==> src/rtl/servo_pkg.sv <==
// Constants and types shared by the servo PWM generator and capture blocks.
package servo_pkg;

   localparam int unsigned TICKS_PER_US = 25;
   localparam int unsigned MIN_US       = 650;
   localparam int unsigned MAX_US       = 2600;
   localparam int unsigned DEG90_US     = 1625;
   localparam int unsigned TIMEOUT_US   = 25000;

   typedef enum logic [1:0] {S_SYNC, S_ARMED, S_HIGH, S_LOW} capture_state_t;

   function automatic logic [15:0] sat_inc(input logic [15:0] v);
      return (v == 16'hFFFF) ? v : v + 16'd1;
   endfunction

endpackage

==> src/rtl/pwm_in_sync.sv <==
// Synchronizer chain for an asynchronous pin, plus rise/fall strobes on the synchronized level.
module pwm_in_sync #(
   parameter int unsigned STAGES = 2
) (
   input  logic clk_i,
   input  logic rst_i,
   input  logic async_i,
   output logic valid_o,
   output logic level_o,
   output logic rise_o,
   output logic fall_o
);

   logic [STAGES-1:0] sync_q;
   logic              prev_q;
   logic [STAGES:0]   fill_q;

   always_ff @(posedge clk_i) begin
      if (rst_i) begin
         sync_q <= '0;
         prev_q <= 1'b0;
         fill_q <= '0;
      end else begin
         sync_q <= {sync_q[STAGES-2:0], async_i};
         prev_q <= sync_q[STAGES-1];
         fill_q <= {fill_q[STAGES-1:0], 1'b1};
      end
   end

   // The reset-cleared chain reads as a false low until real pin samples have filled it.
   assign valid_o = fill_q[STAGES];
   assign level_o = sync_q[STAGES-1];
   assign rise_o  = valid_o & level_o & ~prev_q;
   assign fall_o  = valid_o & ~level_o & prev_q;

endmodule

==> src/rtl/servo_pwm_capture.sv <==
// Measures servo PWM high time and frame period in microseconds, with range check and loss detect.
module servo_pwm_capture #(
   parameter int unsigned TICKS_PER_US = servo_pkg::TICKS_PER_US,
   parameter int unsigned MIN_US       = servo_pkg::MIN_US,
   parameter int unsigned MAX_US       = servo_pkg::MAX_US,
   parameter int unsigned TIMEOUT_US   = servo_pkg::TIMEOUT_US,
   parameter int unsigned SYNC_STAGES  = 2
) (
   input  logic        CLK,
   input  logic        RST,
   input  logic        PWM_IN,
   output logic [15:0] pulse_us,
   output logic [15:0] period_us,
   output logic        sample_valid,
   output logic        range_err,
   output logic        lost
);
   import servo_pkg::*;

   localparam int unsigned TW        = (TICKS_PER_US > 1) ? $clog2(TICKS_PER_US) : 1;
   localparam logic [TW-1:0] TICK_LAST = TW'(TICKS_PER_US - 1);
   localparam logic [15:0] MIN_V     = 16'(MIN_US);
   localparam logic [15:0] MAX_V     = 16'(MAX_US);
   localparam logic [15:0] TIMEOUT_V = 16'(TIMEOUT_US);

   logic sync_valid, level, rise, fall;

   pwm_in_sync #(
      .STAGES(SYNC_STAGES)
   ) u_sync (
      .clk_i  (CLK),
      .rst_i  (RST),
      .async_i(PWM_IN),
      .valid_o(sync_valid),
      .level_o(level),
      .rise_o (rise),
      .fall_o (fall)
   );

   capture_state_t state_q;
   logic [TW-1:0]  tick_q;
   logic [15:0]    high_q, per_q, idle_q, shadow_q;
   logic [15:0]    pulse_q, period_q;
   logic           valid_q, rerr_q, lost_q;

   logic        us_strobe, any_edge, timeout;
   logic [15:0] high_inc, per_inc, idle_inc;

   // Counts include this cycle's strobe so an exact N-us interval reports N (floor rounding).
   assign us_strobe = (tick_q == TICK_LAST);
   assign any_edge  = rise | fall;
   assign high_inc  = us_strobe ? sat_inc(high_q) : high_q;
   assign per_inc   = us_strobe ? sat_inc(per_q) : per_q;
   assign idle_inc  = us_strobe ? sat_inc(idle_q) : idle_q;
   assign timeout   = !any_edge && (state_q != S_SYNC) && (idle_inc >= TIMEOUT_V);

   always_ff @(posedge CLK) begin
      if (RST) begin
         state_q  <= S_SYNC;
         tick_q   <= '0;
         high_q   <= '0;
         per_q    <= '0;
         idle_q   <= '0;
         shadow_q <= '0;
         pulse_q  <= '0;
         period_q <= '0;
         valid_q  <= 1'b0;
         rerr_q   <= 1'b0;
         lost_q   <= 1'b1;
      end else begin
         valid_q <= 1'b0;
         tick_q  <= (any_edge || us_strobe) ? '0 : tick_q + TW'(1);
         high_q  <= high_inc;
         per_q   <= per_inc;
         idle_q  <= any_edge ? '0 : idle_inc;

         unique case (state_q)
            S_SYNC: begin
               if (sync_valid && !level) state_q <= S_ARMED;
            end
            S_ARMED: begin
               if (rise) begin
                  high_q  <= '0;
                  per_q   <= '0;
                  state_q <= S_HIGH;
               end
            end
            S_HIGH: begin
               if (fall) begin
                  shadow_q <= high_inc;
                  state_q  <= S_LOW;
               end
            end
            S_LOW: begin
               if (rise) begin
                  pulse_q  <= shadow_q;
                  period_q <= per_inc;
                  rerr_q   <= (shadow_q < MIN_V) || (shadow_q > MAX_V);
                  valid_q  <= 1'b1;
                  lost_q   <= 1'b0;
                  high_q   <= '0;
                  per_q    <= '0;
                  state_q  <= S_HIGH;
               end
            end
            default: state_q <= S_SYNC;
         endcase

         // Clearing idle here stops a stale count re-triggering on every pass through S_ARMED.
         if (timeout) begin
            lost_q  <= 1'b1;
            idle_q  <= '0;
            state_q <= S_SYNC;
         end
      end
   end

   assign pulse_us     = pulse_q;
   assign period_us    = period_q;
   assign sample_valid = valid_q;
   assign range_err    = rerr_q;
   assign lost         = lost_q;

endmodule

==> config.mk <==
export PLATFORM = sky130hd
export DESIGN_NAME = servo_pwm_capture
export DESIGN_NICKNAME = d
export VERILOG_FILES = /design/src/rtl/servo_pkg.sv /design/src/rtl/pwm_in_sync.sv /design/src/rtl/servo_pwm_capture.sv
export SDC_FILE = /design/constraint.sdc
export NUM_CORES = 1
export LEC_CHECK = 0
export CELL_PAD_IN_SITES_DETAIL_PLACEMENT = 1
export CELL_PAD_IN_SITES_GLOBAL_PLACEMENT = 1
export CORE_MARGIN = 3
export CORE_UTILIZATION = 47
export CTS_CLUSTER_SIZE = 10
export DETAILED_ROUTE_END_ITERATION = 10
export GPL_TIMING_DRIVEN = 1
export PLACE_DENSITY = 0.92
export SLEW_MARGIN = 25
export SYNTH_ARGS = -nofsm -noshare
export SYNTH_HDL_FRONTEND = slang
export SYNTH_SLANG_ARGS = --single-unit
export TNS_END_PERCENT = 50
==> constraint.sdc <==
create_clock -name CLK -period 4.6 [get_ports CLK]
set_clock_uncertainty 0.2 [all_clocks]
set_input_delay 0.92 -clock CLK [delete_from_list [all_inputs] [get_ports CLK]]
set_output_delay 0.92 -clock CLK [all_outputs]
set_load 0.1 [all_outputs]
==> flow_summary_export.csv <==
group,metric,value,unit
clocking,path_clk_slew,0.11,ns
sta,slew_violations,0,
clocking,numCtsBuffers,9,
yosys,ys_top_cells_by_count,"dfxtp_1 (112), nor2_1 (69), nand2_1 (66), a21oi_1 (53), o21ai_0 (37)",
worst_setup_path,r2r_cells,8,
yosys,ys_seq_area_share,46.5,%
yosys,ys.flop_type,"dfxtp_1",
worst_setup_path,path_class,"reg2reg",
yosys,ys_types,50,
layout,final_cells,725,
placement,place_inst,709,
detailed_routing,drt.antenna.violating_nets,0,
die,die_w,107,microns
yosys,synth_fp_nets,576,
worst_setup_path,crit_start,"idle_q[0]",
clocking,clk_latency,0.39,ns
worst_setup_path,rrSetupSlack,1.14,ns
hold_path,hp-start,"u_sync.fill_q[0]",
grt,overflow,0,
layout,fill_cells,1196,
clocking,h-tree-depth,3,
worst_setup_path,crit_path_end_kind,"flip-flop",
clocking,clock_sinks,112,
yosys,synth_top_family_by_area,"simple AND/OR/NAND/NOR gates",
hold_path,hold_depth,1,
grt,track_usage,22.8,%
yosys,yosys_warnings,0,
flow_run,drv_cap,0,
sta,hold_viol,0,
worst_setup_path,crit_path_top_delay_cell,"o31ai_4",
sta,timing.final.crit_share,75.1,%
pwr,power_density,300,mW/mm^2
layout,final_core_util,55.4,%
sta,fin_crit,3.46,ns
layout,area_growth,13.3,%
grt,grt_pass1_vias,4406,
clocking,cts_tree,"done",
yosys,synth_area_leaders,"dfxtp_1 (46%), a21oi_1 (5.5%), nor2_1 (5.4%)",
sta,max_freq,0.289,GHz
yosys,yosysMostFrequentCell,"dfxtp_1",
yosys,synth-xor-area-share,6.54,%
detailed_routing,via_per_inst,5.78,
sta,worst_pin_slew,0.995,ns
yosys,synth_edf_count,0,
worst_setup_path,slowest_delay,0.63,ns
worst_setup_path,arrival,3.52,ns
yosys,synth_simple_gate_area_share,25.7,%
detailed_routing,drt-wirelength-per-cell,17.1,microns
sta,rsz0062_at_grt,"false",
detailed_routing,drcViolationCount,0,
grt,grt_max_degree,34,
detailed_routing,met1Wirelength,5360,microns
sta,finalWorstSetupSlack,1.14,ns
grt,antenna_found_initial,0,
placement,io_buffers,37,
worst_setup_path,start_kind,"flip-flop",
die,fp-row-count,36,
clocking,cts_resized,0,
clocking,cts_hold_buf,0,
grt,grt_pass1_wl,21000,microns
detailed_routing,first_pass_iters,4,
worst_setup_path,worstPathCellList,"ha_1 > nand3_1 > nor4_4 > o32a_1 > a31oi_1 > o2111a_2 > o31ai_4 > nor3_1",
die,io_pins,38,
hold_path,min_path_type,"reg2reg",
status,outcome,"finished, final reports clean",
die,initial_core_util,48.9,%
worst_setup_path,worstReg2RegStart,"idle_q[0]",
sta,slew_headroom,33.5,%
worst_setup_path,reg2reg_to,"idle_q[2]",
clocking,cts_root_buf,"clkbuf_8",
detailed_routing,drt-total-wl,12400,microns
yosys,postSynthCellCount,568,
yosys,synth_area_per_cell,8.49,sq um
yosys,async_flop_share,0,%
detailed_routing,vias,4191,
sta,fin_tns_setup,0,ns
die,dieHeight,107,microns
yosys,synth_top_area_share,46.5,%
clocking,post_cts_buffers,0,
die,dieArea,0.0115,sq mm
layout,antenna_cells,0,
yosys,synth_top_area_cell,"dfxtp_1",
yosys,synth-compound-area-share,14.8,%
placement,pre_cts_slack,1.16,ns
detailed_routing,met2WireLength,6520,microns
pwr,ir_worst_vdd,0.257,mV
clocking,cts.path.max_buffers,2,
layout,drive_above_1_share,5.24,%
placement,dp.final_hpwl,8620,microns
worst_setup_path,cp.required,4.67,ns
yosys,syn_area,0.00482,sq mm
worst_setup_path,path_max_fanout,15,
yosys,synth_seq_cells,112,
yosys,synthMuxAreaShare,1.89,%
layout,nNetsFinal,595,
pwr,p_leak,0.00188,uW
yosys,synth-adder-area-share,1.30,%
detailed_routing,drt_iter0_drc,154,
sta,finalSetupViolations,0,
die,core_area,0.00986,sq mm
detailed_routing,top_layer_used,"met4",
placement,place.gp.congestion,0.803,
detailed_routing,route.met3.wl,322,microns
hold_path,hold_end,"u_sync.fill_q[1]",
[final cells by class]
cell class | count | area, sq um | area share [%]
multi-input combinational | 418 | 2420 | 44.4
sequential | 112 | 2240 | 41.0
timing repair buffer | 39 | 385 | 7.05
tap | 133 | 166 | 3.05
clock buffer | 9 | 124 | 2.27
clock inverter | 7 | 93.8 | 1.72
inverter | 7 | 26.3 | 0.481
[metal layers]
| metal | vias to the layer above | GRT usage (%) |
|---|---|---|
| met5 | - | 0 |
| met4 | 0 | 7.67 |
| met3 | 21 | 5.82 |
| met2 | 50 | 41.4 |
| met1 | 2093 | 25.9 |
| li1 | 2027 | - |
[stage by stage]
stage	power, uW	hold slack, ns	cell area, sq um
detailed placement	1030	0.230	5250
finish	1640	0.250	5460
floorplan	1030	0.214	4820
global placement	1030	0.221	5250
CTS	1660	0.255	5460
global route	1700	0.268	5460
[worst max-delay path: cells and delay by family, from the launching register on]
family	cells	cell delay (ns)
AO/OA/AOI/OAI	4	1.29
adder cells (fa/ha/maj)	1	0.40
AND/OR/NAND/NOR	3	0.98
flip-flops	1	0.46
[registers in the layout, indices dropped and copies added, names as in the netlist]
name,count
high_q,16
idle_q,16
lost,1
per_q,16
period_us,16
pulse_us,16
range_err,1
sample_valid,1
shadow_q,16
state_q,2
tick_q,5
u_sync.fill_q,3
u_sync.prev_q,1
u_sync.sync_q,2
[worst max-delay path by stage]
stage | endpoint | slack, ns | depth (start not counted)
6_report | idle_q[2] | 1.14 | 8
5_1_grt | idle_q[2] | 0.91 | 8
4_1_cts | idle_q[2] | 1.13 | 8
3_5_place_dp | idle_q[2] | 1.16 | 8
3_3_place_gp | idle_q[2] | 1.23 | 8
2_1_floorplan | lost | 1.99 | 9
[cell usage in the layout, fill, tap and decap left out, types with 7 or more instances in the layout]
cell             Yosys  routed
dfxtp_1            112     112
nor2_1              69      69
nand2_1             66      66
a21oi_1             53      53
o21ai_0             37      37
clkdlybuf4s50_1      0      37
nand3_1             25      25
nand4_1             19      19
xor2_1              18      18
xnor2_1             18      18
nor3_1              11      11
and3_1              10      10
nor2b_1              9       9
clkbuf_8             0       9
mux2i_1              8       8
inv_1                7       7
[power by group]
group	leakage (uW)	switching (uW)	total, uW	internal (uW)
sequential	0.000904	4.43	979	974
combinational	0.000863	23.2	33.2	9.95
clock	0.000109	365	629	264
total	0.00188	392	1640	1250
[cell families after synthesis]
group                      Yosys count
AOI/OAI and AO/OA                  121
buffers and inverters               38
DFF                                112
xor gates and xnor gates            36
and+or+nand+nor                    247
muxes                                9
adders and majority gates            5
(Power assumes the default switching activity.)
